--- src/rtl/decim_polyphase_sequencer.sv ---
// Commutator and sequencer for the Rx polyphase decimator: fans samples out to NPH
// branches, tracks branch latency with a tag pipeline and sums one frame per output.
module decim_polyphase_sequencer #(
    parameter int NPH   = 6,
    parameter int LAT   = 3,
    parameter int IN_W  = 8,
    parameter int BR_W  = 17,
    parameter int ACC_W = 20
) (
    input  logic                  clk,
    input  logic                  rst_n,
    input  logic                  sync_clr,
    input  logic                  in_valid,
    input  logic [IN_W-1:0]       in_data,
    output logic [NPH*IN_W-1:0]   branch_data,
    output logic [NPH-1:0]        phase_en,
    input  logic [NPH*BR_W-1:0]   branch_out,
    output logic                  out_valid,
    output logic [ACC_W-1:0]      out_data
);

    localparam int PH_W = $clog2(NPH);

    typedef struct packed {
        logic            vld;
        logic [PH_W-1:0] ph;
        logic            last;
    } tag_t;

    logic [PH_W-1:0]          ph;
    tag_t                     tags [0:LAT];
    logic signed [BR_W-1:0]   cap_br;
    logic signed [ACC_W-1:0]  cap_ext;
    logic signed [ACC_W-1:0]  acc;
    logic signed [ACC_W-1:0]  sum;

    always_ff @(posedge clk or negedge rst_n) begin
        if (!rst_n) begin
            ph          <= '0;
            branch_data <= '0;
            phase_en    <= '0;
        end else if (sync_clr) begin
            ph       <= '0;
            phase_en <= '0;
        end else begin
            phase_en <= '0;
            if (in_valid) begin
                for (int unsigned k = 0; k < NPH; k++) begin
                    if (ph == PH_W'(k))
                        branch_data[k*IN_W +: IN_W] <= in_data;
                end
                phase_en <= NPH'(1) << ph;
                ph       <= (ph == PH_W'(NPH-1)) ? '0 : ph + PH_W'(1);
            end
        end
    end

    // Stage 0 is aligned with phase_en; stage LAT lines up with the branch result.
    always_ff @(posedge clk or negedge rst_n) begin
        if (!rst_n) begin
            for (int unsigned i = 0; i < LAT + 1; i++)
                tags[i] <= '0;
        end else if (sync_clr) begin
            for (int unsigned i = 0; i < LAT + 1; i++)
                tags[i] <= '0;
        end else begin
            tags[0] <= '{vld: in_valid, ph: ph, last: in_valid && (ph == PH_W'(NPH-1))};
            for (int unsigned i = 1; i < LAT + 1; i++)
                tags[i] <= tags[i-1];
        end
    end

    always_comb begin
        cap_br = '0;
        for (int unsigned k = 0; k < NPH; k++) begin
            if (tags[LAT].ph == PH_W'(k))
                cap_br = branch_out[k*BR_W +: BR_W];
        end
        cap_ext = ACC_W'(cap_br);
        sum     = (tags[LAT].ph == '0) ? cap_ext : acc + cap_ext;
    end

    always_ff @(posedge clk or negedge rst_n) begin
        if (!rst_n) begin
            acc       <= '0;
            out_valid <= 1'b0;
            out_data  <= '0;
        end else if (sync_clr) begin
            acc       <= '0;
            out_valid <= 1'b0;
        end else begin
            out_valid <= 1'b0;
            if (tags[LAT].vld) begin
                acc <= sum;
                if (tags[LAT].last) begin
                    out_data  <= sum;
                    out_valid <= 1'b1;
                end
            end
        end
    end

endmodule

--- config.mk ---
export PLATFORM = sky130hd
export DESIGN_NAME = decim_polyphase_sequencer
export DESIGN_NICKNAME = d
export VERILOG_FILES = /design/src/rtl/decim_polyphase_sequencer.sv
export SDC_FILE = /design/constraint.sdc
export NUM_CORES = 1
export LEC_CHECK = 0
export CAP_MARGIN = 0
export CELL_PAD_IN_SITES_DETAIL_PLACEMENT = 0
export CELL_PAD_IN_SITES_GLOBAL_PLACEMENT = 1
export CORE_UTILIZATION = 43
export DETAILED_ROUTE_END_ITERATION = 8
export DONT_BUFFER_PORTS = 1
export PLACE_DENSITY_LB_ADDON = 0.1
export SYNTH_ARGS = -nofsm -noshare
export SYNTH_HDL_FRONTEND = slang
export SYNTH_SLANG_ARGS = --single-unit
--- constraint.sdc ---
create_clock -name clk -period 3.6 [get_ports clk]
set_clock_uncertainty 0.2 [all_clocks]
set_input_delay 0.72 -clock clk [delete_from_list [all_inputs] [get_ports clk]]
set_output_delay 0.72 -clock clk [all_outputs]
set_load 0.005 [all_outputs]
=== Word-level counts from Yosys, hierarchy flattened ===
Index checks and enable logic that the tools add are counted.
Widths: inputs -> output; s select.

* Flip-flop bits (word level): 118
* Output and inout bits: 75

* Add/sub/neg operators: 2
* Equal/unequal tests: 10
* Shifts and indexed selects: 1
* Mux-type cells: 18
* Bitwise operators: 1
* Reduce and logical (&&, ||, !) cells: 12

{| class="wikitable"
|+ Operators with widths
! cell !! number
|-
| $mux 17 || 6
|-
| $mux 20 || 4
|-
| $reduce_and 3->1 || 7
|-
| $add 20x17->20 || 1
|-
| $eq 3x2->1 const B || 4
|-
| $eq 3x3->1 const B || 4
|-
| $mux 6 || 2
|-
| $mux 3 || 3
|-
| $eq 3x1->1 const B || 2
|-
| $logic_not 3->1 || 2
|-
| $shl 1x3->6 const A || 1
|-
| $reduce_bool 2->1 || 2
|-
| $add 3x1->3 const B || 1
|-
| $mux 1 || 3
|-
| $logic_and 1x1->1 || 1
|-
| $not 1->1 || 1
|}

=== Depth between registers and ports, before layout ===
* Word-level depth: 11
* Gate-level depth with buffers: 17

=== Worst setup path before layout ===
OpenSTA, ideal clock, no wires.

* Kind: register -> register
* From: register tags[1] (netlist bit)
* To: register out_data[18]
* Setup time: 0.126 ns
* Data arrival time: 3.510 ns
* Required time: 3.274 ns
* Slack: -0.236 ns
* Cell stages (with the launch flop): 15
* Clock period less this slack: 3.836 ns
* Path through: dfrtp_1 > clkbuf_1 > buf_2 > buf_2 > mux2_2 > a22oi_1 > o22ai_1 > ha_1 > nor2b_4 > o31a_4 > a221oi_4 > o21bai_2 > a221oi_2 > xnor2_1 > a221o_1

* Longest elaborated chain between the ends: 9
* Elaborated cells between the ends (all ways): 14
* Classes of those cells: add/sub (1); eq/ne (5); mux (7); reduce/logical (1)

{| class="wikitable"
|+ RTL lines
! element !! line !! source
|-
| start, declared || 31 || <nowiki>tag_t tags [0:LAT];</nowiki>
|-
| start signal, assigned by index || 69 || <nowiki>tags[i] <= tags[i-1];</nowiki>
|-
| $logic_not 3->1 || 76, 80 ||
|-
| $mux 17 (6 in a row) || 76 || <nowiki>if (tags[LAT].ph == PH_W'(k))</nowiki>
|-
| $add 20x17->20 || 80 || <nowiki>sum = (tags[LAT].ph == '0) ? cap_ext : acc + cap_ext;</nowiki>
|-
| $mux 20 (*) || 80 ||
|-
| end signal, assigned || 96 || <nowiki>out_data <= sum;</nowiki>
|-
| end, declared || 19 || <nowiki>output logic [ACC_W-1:0] out_data</nowiki>
|}

Every way passes the cells marked *; elsewhere a longest branch is shown, timed or not.
A chain may end at the register's enable or synchronous reset.

=== Worst setup path after layout ===
Same ends and word-level chain as after synthesis.

==> impl_metrics.toml <==
[yosys]
syn_area_per_cell_sq_um = 9.44
ys_seq_area_share_pct = 45.8
yosys_warnings = 0
synth_seq_cells = 117
synth_area_leaders = "dfrtp_1 46%, nand2_1 8.9%, mux2i_1 5.5%, ha_1 3.9%, mux2_2 3.7%"
syn-num-nets = 812
synthCells = 677
synth_edf_count = 0
synth_most_common_cell = "nand2_1"
yosys-top-cells-count = "151 x nand2_1, 117 x dfrtp_1, 51 x nor2_1"
netlist_area_sq_mm = 0.00639
synth_top_flop_cell = "dfrtp_1"
synth_top_area_share_pct = 45.8
ys_types = 59
yosys.area.top_type = "dfrtp_1"
async_reset_ff_share_pct = 100

[power]
switching_share_pct = 25.7
pwr-share-seq_pct = 43.3
clockPowerShare_pct = 46.4
leakagePower_nw = 3.67
p_int_w = 0.00270
ir_drop_uv = 350
combPwrFrac_pct = 10.3
powerDensity_mw_per_mm2 = 469
p_sw_w = 0.000934

[flow_run]
maxCapViolCount = 0

[drt]
post-route-drc-count = 0
num_vias = 5182
vias_per_cell = 5.66
first_pass_iters = 4
drt-initial-drc-count = 201
wl_per_cell_microns = 20.4
postRouteAntennaNets = 0
wl_microns = 18700

[hold_path]
hold_class = "in -> async"

[layout]
stdcell_count = 915
drive_gt1_share_pct = 22.9
area_growth_syn_to_layout_pct = 21.4
final_nets = 852
nFillCells = 1341

[sta]
finalMaxSlewViolations = 0
fmax_mhz = 278
report.final.hold_viol_count = 117
fin_crit_sh_pct = 99.9
max_slew_margin_pct = 32.3
grt_setup_unrepaired = "yes"
worstMarginPinSlew_ns = 1.02
setup_viol = 0
post-route-min-period_ns = 3.59
whs_ns = -0.197

[global_routing]
gr-usage-all-layers_pct = 24.3
use_met1_pct = 30.0
grtUsageMet2_pct = 40.6
grt_pass1_wl_microns = 27300
grt_overflow = 0
gr-max-usage-layer = "met2"
grt_pass1_vias = 5033
grt_max_degree = 118
grtUsageMet3_pct = 8.10
antenna_found_initial = 1

[floorplanning]
io_pins = 189
initial_utilization_pct = 44.0
fp.coreArea_sq_mm = 0.0145
rows = 44
die_y_microns = 124
die_w_microns = 124
die-area_sq_mm = 0.0154

[cts]
h-tree-depth = 4
clk_latency_ns = 0.41
cts.clk_slew.worst_paths_ns = 0.06
cts_inserted_buffers = 17
cts_tree = "yes"
cts_sinks = 117
cts-root-buf = "clkbuf_16"
cts_buffer_depth = 2

[setup_path]
ff2ff_setup_slack_ns = 0.005
required_ns = 3.69
worst_setup_path_end_kind = "register"
cp-start-kind = "register"
critPathArrivalTime_ns = 3.68
critPathMaxFanout = 7
worstSetupPathType = "reg -> reg"

[status]
status = "finished, violations left"
violations = "negative hold slack"

[placement]
port_buffers = 0
routabilityCongestion = 0.834
dp_cells = 874
dp_hpwl_microns = 13500
==> cell families (layout without fill, tap and decap cells) <==
family                   count (synthesis)  count (layout)  share of synthesized area (%)
flip-flops                             117             117                           45.8
XOR/XNOR                                14              14                           1.92
other                                    0               1                              0
AND/OR/NAND/NOR                        255             255                           17.2
adder cells (fa/ha/maj)                 21              21                           4.23
buffers and inverters                   58             111                           3.58
AO/OA/AOI/OAI                          151             151                           16.3
multiplexers                            61              61                           10.9
==> metal layers <==
layer	wire length (microns)	up-vias
met5	0	-
met1	7840	2517
met4	219	0
met2	9030	195
li1	-	2454
met3	1570	16
==> cells in the final DEF (no fill, tap or decap), types with 19 or more instances in the layout <==
cell type	n
nor2b_1	19
ha_1	19
dfrtp_1	116
mux2_2	21
nor2_1	51
mux2i_1	32
a21oi_1	28
nand2_1	149
o21ai_0	28
buf_4	56
==> final cells by class <==
| type | count | area [sq um] | area share, % |
|---|---|---|---|
| clock inverter | 11 | 123 | 1.58 |
| clock buffer | 21 | 470 | 6.06 |
| timing repair buffer | 62 | 536 | 6.90 |
| antenna | 1 | 2.50 | 0.0322 |
| tap | 184 | 230 | 2.97 |
| multi-input combinational | 502 | 3410 | 43.9 |
| inverter | 17 | 63.8 | 0.822 |
| sequential | 117 | 2930 | 37.8 |
==> stage by stage <==
| stage | setup slack, ns | power (W) | instance area (sq um) | utilization (%) | setup TNS, ns |
|---|---|---|---|---|---|
| finish | 0.00532 | 0.00364 | 7760 | 53.4 | 0 |
| CTS | 0.00101 | 0.00364 | 7540 | 51.9 | 0 |
| global placement | -0.0915 | 0.00193 | 6900 | 47.5 | -0.368 |
| floorplan | -0.0181 | 0.00182 | 6400 | - | -0.0256 |
| detailed placement | -0.144 | 0.00194 | 6900 | 47.5 | -0.778 |
| global route | -0.174 | 0.00378 | 7760 | 53.4 | -0.853 |
==> path summary, 6_finish.rpt <==
| kind | from | to | cells after the start |
|---|---|---|---|
| hold / removal | rst_n | out_data[16]$_DFFE_PN0P_ | 0 |
| setup / recovery | tags[1]$_DFF_PN0_ | out_data[18]$_DFFE_PN0P_ | 13 |
| max in group asynchronous | rst_n | out_data[0]$_DFFE_PN0P_ | 0 |
| min in group clk | sync_clr | acc[17]$_DFFE_PN0P_ | 1 |
| hold reg to reg | tags[18]$_DFF_PN0_ | tags[13]$_DFF_PN0_ | 1 |
| setup reg to reg | tags[1]$_DFF_PN0_ | out_data[18]$_DFFE_PN0P_ | 13 |
==> flip-flops by register name, indices dropped and copies added (netlist names) <==
| register | flops |
|---|---|
| branch_data | 48 |
| tags | 19 |
| out_valid | 1 |
| out_data | 20 |
| acc | 20 |
| phase_en | 6 |
| ph | 3 |
==> what timing repair did <==
action,in CTS,in global routing
buffers inserted,3,5
setup endpoints to repair,14,22
endpoints found under the hold margin,117,117
pin swaps,2,21
resized for setup,5,43
==> worst max-delay path: stages, from the launching register on <==
cell	delay [ns]
dfrtp_4	0.50
buf_12	0.16
buf_12	0.14
mux2_2	0.27
a221o_1	0.32
inv_1	0.08
fa_2	0.22
nor2b_4	0.05
o31a_4	0.30
a221oi_4	0.38
o21bai_2	0.16
a221oi_2	0.26
xnor2_1	0.14
a221o_1	0.30
==> power groups by stage <==
stage	Clock, W	Sequential, W	Combinational, W
2_1_floorplan	0	0.00155	0.000269
3_3_place_gp	0	0.00160	0.000336
3_5_place_dp	0	0.00159	0.000350
4_1_cts	0.00171	0.00158	0.000352
5_1_grt	0.00177	0.00159	0.000418
6_report	0.00169	0.00158	0.000374
No activity file was read; power rests on OpenSTA's default activity.
